--- src/rtl/tdm_mux8_if.sv ---
// Bundle of scan controls, channel data and serial outputs for tdm_mux8.
interface tdm_mux8_if;
  logic       en;
  logic [7:0] mask;
  logic [7:0] d;
  logic       w;
  logic [2:0] sel;
  logic       valid;
  logic       frame;

  modport master (output en, mask, d, input w, sel, valid, frame);
  modport slave  (input en, mask, d, output w, sel, valid, frame);
endinterface

--- src/rtl/tdm_mux8.sv ---
// Round-robin 8-to-1 time-division multiplexer: each enabled channel is held
// on w/sel for DWELL cycles, with a frame pulse at the start of each scan.
module tdm_mux8 #(
  parameter int unsigned DWELL = 4
) (
  input  logic       clk,
  input  logic       rst,
  tdm_mux8_if.slave  bus
);
  localparam int unsigned CNT_W = (DWELL > 1) ? $clog2(DWELL) : 1;
  localparam logic [CNT_W-1:0] CNT_LAST = CNT_W'(DWELL - 1);

  typedef enum logic {ST_IDLE, ST_SCAN} state_e;

  state_e           state_q, state_d;
  logic [CNT_W-1:0] cnt_q, cnt_d;
  logic [2:0]       sel_q, sel_d;
  logic             w_q, w_d;
  logic             valid_q, valid_d;
  logic             frame_q, frame_d;

  logic [2:0]       first_ch;
  logic [2:0]       next_ch;
  logic             mask_any;

  assign mask_any = |bus.mask;

  // Lowest enabled channel, and the next enabled one above sel_q (wrapping to the lowest).
  always_comb begin
    first_ch = 3'd0;
    next_ch  = 3'd0;
    for (int i = 7; i >= 0; i--) begin
      if (bus.mask[i]) first_ch = 3'(i);
    end
    next_ch = first_ch;
    for (int i = 7; i >= 0; i--) begin
      if (bus.mask[i] && (3'(i) > sel_q)) next_ch = 3'(i);
    end
  end

  always_comb begin
    state_d = state_q;
    cnt_d   = cnt_q;
    sel_d   = sel_q;
    valid_d = valid_q;
    frame_d = 1'b0;
    w_d     = 1'b0;
    case (state_q)
      ST_IDLE: begin
        cnt_d   = '0;
        sel_d   = 3'd0;
        valid_d = 1'b0;
        if (bus.en && mask_any) begin
          state_d = ST_SCAN;
          sel_d   = first_ch;
          valid_d = 1'b1;
          frame_d = 1'b1;
        end
      end
      ST_SCAN: begin
        if (!bus.en || ((cnt_q == CNT_LAST) && !mask_any)) begin
          state_d = ST_IDLE;
          cnt_d   = '0;
          sel_d   = 3'd0;
          valid_d = 1'b0;
        end else if (cnt_q != CNT_LAST) begin
          cnt_d = cnt_q + CNT_W'(1);
        end else begin
          // A new index at or below the old one means the scan wrapped.
          cnt_d   = '0;
          sel_d   = next_ch;
          frame_d = (next_ch <= sel_q);
        end
      end
      default: begin
        state_d = ST_IDLE;
        cnt_d   = '0;
        sel_d   = 3'd0;
        valid_d = 1'b0;
      end
    endcase
    // w follows the channel selected at this same edge so w and sel stay coherent.
    w_d = valid_d ? bus.d[sel_d] : 1'b0;
  end

  always_ff @(posedge clk or posedge rst) begin
    if (rst) begin
      state_q <= ST_IDLE;
      cnt_q   <= '0;
      sel_q   <= 3'd0;
      w_q     <= 1'b0;
      valid_q <= 1'b0;
      frame_q <= 1'b0;
    end else begin
      state_q <= state_d;
      cnt_q   <= cnt_d;
      sel_q   <= sel_d;
      w_q     <= w_d;
      valid_q <= valid_d;
      frame_q <= frame_d;
    end
  end

  assign bus.w     = w_q;
  assign bus.sel   = sel_q;
  assign bus.valid = valid_q;
  assign bus.frame = frame_q;
endmodule

--- src/flat_wrapper.sv ---
// flat-port wrapper written by rule: the top's interface ports become plain ports
module tdm_mux8_flat 
#(
  parameter int unsigned DWELL = 4
)
  (clk, rst, bus_en, bus_mask, bus_d, bus_w, bus_sel, bus_valid, bus_frame);
  tdm_mux8_if bus_i ();
  input  logic clk;
  input  logic rst;
  input wire logic [$bits(bus_i.en)-1:0] bus_en;
  input wire logic [$bits(bus_i.mask)-1:0] bus_mask;
  input wire logic [$bits(bus_i.d)-1:0] bus_d;
  output wire logic [$bits(bus_i.w)-1:0] bus_w;
  output wire logic [$bits(bus_i.sel)-1:0] bus_sel;
  output wire logic [$bits(bus_i.valid)-1:0] bus_valid;
  output wire logic [$bits(bus_i.frame)-1:0] bus_frame;
  assign bus_i.en = bus_en;
  assign bus_i.mask = bus_mask;
  assign bus_i.d = bus_d;
  assign bus_w = bus_i.w;
  assign bus_sel = bus_i.sel;
  assign bus_valid = bus_i.valid;
  assign bus_frame = bus_i.frame;
  tdm_mux8 #(.DWELL(DWELL)) u_core (.clk(clk), .rst(rst), .bus(bus_i));
endmodule
--- config.mk ---
export PLATFORM = sky130hd
export DESIGN_NAME = tdm_mux8_flat
export DESIGN_NICKNAME = d
export VERILOG_FILES = /design/src/rtl/tdm_mux8_if.sv /design/src/rtl/tdm_mux8.sv /design/src/flat_wrapper.sv
export SDC_FILE = /design/constraint.sdc
export NUM_CORES = 1
export LEC_CHECK = 0
export CORE_UTILIZATION = 50
export DETAILED_ROUTE_END_ITERATION = 16
export DONT_BUFFER_PORTS = 1
export GPL_ROUTABILITY_DRIVEN = 1
export SETUP_SLACK_MARGIN = 0.3
export SLEW_MARGIN = 25
export SYNTH_ARGS = -nofsm -noshare
export SYNTH_HDL_FRONTEND = slang
export SYNTH_SLANG_ARGS = --single-unit
--- constraint.sdc ---
create_clock -name clk -period 5.57 [get_ports clk]
set_input_delay 0.8355 -clock clk [delete_from_list [all_inputs] [get_ports clk]]
set_output_delay 0.8355 -clock clk [all_outputs]
set_load 0.05 [all_outputs]
# Yosys cells after proc, flatten, opt, wreduce, memory -nomap -nowiden
# Cells that the tools add are included.
# word_totals
ff_bits,9
in_bits,19
out_inout_bits,6
elab_cells,68
# op_classes
addsub,1
magnitude_cmp,10
n_eq_ne,2
n_mux,34
n_bitwise,1
n_reduce_logical,14
# op_table
cell,count
2-to-1 mux 3 bit,19
"> comparator 3 bit, first input constant",4
logical AND 1 bit,10
OR reduction 8 bit,1
2-to-1 mux 1 bit,7
"> comparator 1 x 3 -> 1 bit, first input constant",2
"> comparator 2 x 3 -> 1 bit, first input constant",2
case mux 1 bit (2 select lines),3
case mux 3 bit (2 select lines),1
"< comparator 3 x 4 -> 1 bit, second input constant",1
2-to-1 mux 2 bit,2
case mux 2 bit (2 select lines),1
binary-select mux 1 bit (select 3 bit),1
<= comparator 3 bit,1
"adder 2 x 1 -> 2 bit, second input constant",1
"== test 2 bit, second input constant",1
logical NOT 1 bit,2
"!= test 2 bit, second input constant",1
logical OR 1 bit,1
NOT 1 bit,1

# Logic depth before layout (Yosys ltp)
# logic_depth
word_depth,22
depth_mapped,12
depth_no_buf,11

# Worst setup path after synthesis
# OpenSTA, ideal clock, no wires.
# synth_timing
path_kind,input-to-reg
startpoint,input bus_mask[6]
endpoint,"register u_core.w_q, in the netlist u_core.bus.w"
setup_ps,122
arrival_ps,2714
required_ps,5448
path_slack_ps,2734
stages,8
path_cell_list,or4_1 -> or2_4 -> and3_4 -> a21oi_4 -> o21ai_2 -> or4b_4 -> o211ai_2 -> nor3_1
# synth_via
elab_chain_len,21
word_cells_on_any_way,31
classes_between,25 x mux; 6 x reduce/logical
# synth_lines
element,line,text
"start, declared",flat_wrapper.sv:11,input wire logic [$bits(bus_i.mask)-1:0] bus_mask;
2-to-1 mux 3 bit (7 in a row),tdm_mux8.sv:33,if (bus.mask[i]) first_ch = 3'(i);
2-to-1 mux 3 bit (8 in a row),tdm_mux8.sv:37,if (bus.mask[i] && (3'(i) > sel_q)) next_ch = 3'(i);
2-to-1 mux 3 bit,tdm_mux8.sv:66,end else if (cnt_q != CNT_LAST) begin
2-to-1 mux 3 bit,tdm_mux8.sv:61,if (!bus.en || ((cnt_q == CNT_LAST) && !mask_any)) begin
case mux 3 bit (2 select lines) *,tdm_mux8.sv:48,case (state_q)
named net u_core.sel_d[1],tdm_mux8.sv:17,"logic [2:0] sel_q, sel_d;"
binary-select mux 1 bit (select 3 bit) *,tdm_mux8.sv:83,w_d = valid_d ? bus.d[sel_d] : 1'b0;
2-to-1 mux 1 bit (not written as such) *,tdm_mux8.sv:83,
2-to-1 mux 1 bit *,tdm_mux8.sv:83,
named net u_core.w_d,tdm_mux8.sv:18,"logic w_q, w_d;"
"end signal, assigned",tdm_mux8.sv:98,w_q <= w_d;
"end, declared",tdm_mux8.sv:18,
# Mark *: on every way through the listed nets, which the timed path passes. The rest lies on a longest branch. The select of a mux whose other input is x is not followed.

# Worst setup path in the final report
# layout_timing
startpoint,"register u_core.sel_q[1], in the netlist u_core.bus.sel[1]"
endpoint,"register u_core.w_q, in the netlist u_core.bus.w"
# layout_via
elab_chain_len,16
word_cells_on_any_way,30
classes_between,8 x order compare; 14 x mux; 8 x reduce/logical
# layout_lines
element,line,text
"start, declared",tdm_mux8.sv:17,
"start signal, assigned",tdm_mux8.sv:97,sel_q <= sel_d;
> comparator 3 bit,tdm_mux8.sv:37,
logical AND 1 bit,tdm_mux8.sv:37,
2-to-1 mux 3 bit (8 in a row),tdm_mux8.sv:37,
2-to-1 mux 3 bit *,tdm_mux8.sv:66,
2-to-1 mux 3 bit *,tdm_mux8.sv:61,
case mux 3 bit (2 select lines) *,tdm_mux8.sv:48,
named net u_core.sel_d[1],tdm_mux8.sv:17,
binary-select mux 1 bit (select 3 bit) *,tdm_mux8.sv:83,
2-to-1 mux 1 bit (not written as such) *,tdm_mux8.sv:83,
2-to-1 mux 1 bit *,tdm_mux8.sv:83,
named net u_core.w_d,tdm_mux8.sv:18,
# Marked as above.

==> impl_metrics.py <==
metrics = {
    "sta": {
        "timing.setup.tns_ns": 0,
        "period_share": 0.503,
        "min_period_ns": 2.80,
        "tightestPinTransition_ns": 0.785,
        "max_clock_freq_mhz": 357,
        "skew_ns": 0.00144,
        "slew_viol_final": 0,
        "rsz0062_at_grt": "false",
        "hold_viol": 0,
        "relSlewSlack": 0.470,
        "setup_viol": 0,
        "fin_ws_ns": 2.77,
    },
    "route": {
        "wl_per_cell_um": 15.1,
        "avgViaCountPerCell": 6.31,
        "drt-pass1-iter-count": 4,
        "drc": 0,
        "initialDrtViolationCount": 24,
        "routed_wirelength_um": 2080,
        "via_count": 871,
        "drtAntennaViolNets": 0,
    },
    "clock_network": {
        "cts-hold-fix-buffers": 0,
        "clk_pin_slew_worst_paths_ns": 0.06,
        "htreeDepth": 1,
        "cts_tree": "done",
        "clk_path_buf_depth": 2,
        "cts_buffers": 3,
        "clkSinkCount": 9,
        "cts_root_buffer": "clkbuf_4",
        "cts_resized": 0,
        "cts_setup_buffers": 0,
        "clk-insertion-delay-late_ns": 0.26,
    },
    "synth": {
        "synth-async-reset-ratio": 1.00,
        "synth_flop_cell": "dfrtp_1",
        "synth_seq_area_share": 0.248,
        "ys_types": 46,
        "synth.area.top_cells": "dfrtp_1 25%, ha_1 5.5%, nand2_1 5.0%",
        "netlist_area_um2": 908,
        "ys_ff_latch": 9,
        "synth.top_cell.area_share": 0.248,
        "ys_warn_count": 0,
        "syn_avg_cell_area_um2": 8.18,
        "synth.largest_area_cell": "dfrtp_1",
        "syn_nets": 134,
        "syn_inst": 111,
        "synth_edf_count": 0,
    },
    "final_layout": {
        "seq_area_um2": 225,
        "diodes": 0,
        "n_fill_cell": 164,
        "final_area_um2": 957,
        "final_layout_size_suffix_gt1_frac": 0.159,
        "area_delta_synth_final_pct": 5.37,
        "fin_nets": 137,
        "layout_common_cells": "12 x nand2_1, 9 x dfrtp_1, 6 x inv_1, 6 x nor2b_1, 6 x o21ai_0",
        "final_common_cell": "nand2_1",
        "multi_input_area_um2": 652,
    },
    "floorplanning": {
        "coreArea_um2": 1710,
        "die_w_um": 44.6,
        "num_rows": 15,
        "io_pins": 25,
        "initial_utilization": 0.532,
        "fp.dieArea_um2": 1990,
        "die_h_um": 44.6,
    },
    "global_route": {
        "grt_pass1_wl_um": 3550,
        "grt_max_degree": 13,
        "grt_pass1_vias": 805,
        "grt_usage": 0.242,
        "grt_overflow": 0,
        "antenna_found_initial": 0,
    },
    "critical_path": {
        "r2r_slack_ns": 2.77,
        "cp_cell_sequence": "or3b_2 -> a221o_1 -> and3_4 -> a21oi_4 -> o21ai_2 -> or4b_4 -> o211ai_2 -> nor3_1",
        "crit_slowest_cell": "dfrtp_1",
        "cpPeakStageDelay_ns": 0.64,
        "worstPathRequired_ns": 5.72,
        "critPathLaunchType": "flip-flop",
        "end_kind": "flip-flop",
        "arrival_ns": 2.95,
        "critPathMaxFanout": 9,
        "worstSetupPathType": "reg2reg",
    },
    "placement": {
        "dpl-instance-area_um2": 931,
        "dp_hpwl_um": 1670,
        "gp_congestion": 0.881,
        "place_ws_ns": 2.60,
        "portBuffers": 0,
    },
    "power_and_ir_drop": {
        "leakagePower_nw": 0.381,
        "p_per_area_nw_per_um2": 174,
        "vdd_drop_max_mv": 0.107,
    },
    "hold_path": {
        "hold_path.class": "in2async",
    },
    "run_status": {
        "status": "completed",
    },
    "job": {
        "maxCapViolations": 0,
    },
}
-- metrics by stage --
step	total power [W]	util	hold WS [ns]	instances
global route	0.000179	0.560	0.418	138
detailed placement	0.000118	0.545	0.463	134
floorplan	0.000111	-	0.415	111
CTS	0.000168	0.560	0.417	138
finish	0.000167	0.560	0.411	138
global placement	0.000118	0.545	0.436	134
-- kinds of logic (layout without fill, tap and decap cells) --
family,count (synthesis),after routing,share of synthesized area
mux,3,3,0.0372
simple gates,49,49,0.309
compound gates,38,38,0.317
flops,9,9,0.248
buf+inv,8,10,0.0344
fa+ha+maj,4,4,0.0551
-- critical path, delay by kind of cell (launching register included) --
kind            cells  cell delay (ns)
compound gates      4             0.69
simple gates        4             1.36
flops               1             0.64
-- layer usage --
layer  global-route usage  wire length, um  share of wire
met3               0.0653              146          0.070
met2                0.362              954           0.46
met5                    0                0              0
met1                0.345              981           0.47
met4               0.0606                0              0
-- where the power goes --
part,total [W],switching (W),internal [W]
logic,0.0000370,0.0000192,0.0000178
registers,0.0000803,0.0000118,0.0000685
clock network,0.0000494,0.0000218,0.0000275
-- path summary, 6_finish.rpt --
kind | startpoint | to | cells after the start
setup / recovery | u_core.bus.sel[1] | u_core.bus.w | 8
hold / removal | rst | u_core.bus.valid | 1
setup reg to reg | u_core.bus.sel[1] | u_core.bus.w | 8
hold reg to reg | u_core.cnt_q[0] | u_core.cnt_q[0] | 1
max in group asynchronous | rst | u_core.cnt_q[1] | 1
min in group clk | u_core.cnt_q[0] | u_core.cnt_q[0] | 1
-- flip-flops by register name (all words and copies together), names as in the netlist --
register,count
u_core.cnt_q,2
u_core.state_q,1
u_core.bus.valid,1
u_core.bus.sel,3
u_core.bus.w,1
u_core.bus.frame,1
-- cells in the mapped netlist, types with 2 or more instances --
cell type and count:
dfrtp_1 9, o21a_1 3, or3_1 2, o22ai_1 2, nand2b_1 3, inv_1 6, nor2b_1 6, o311ai_0 2
o2111ai_1 2, a211o_1 2, ha_1 4, a21oi_1 5, nor3_1 3, mux2_2 3, o21ai_0 6, nor2_1 5
nand2_1 12, and2_1 2, nand3_1 5, a31oi_1 2, or2_2 2
-- cell type report --
class	count	share of cell area
Inverter	6	0.0235
Sequential cell	9	0.235
Clock buffer	4	0.0275
Multi-Input combinational cell	94	0.681
Tap cell	25	0.0327
(Power assumes the default switching activity.)
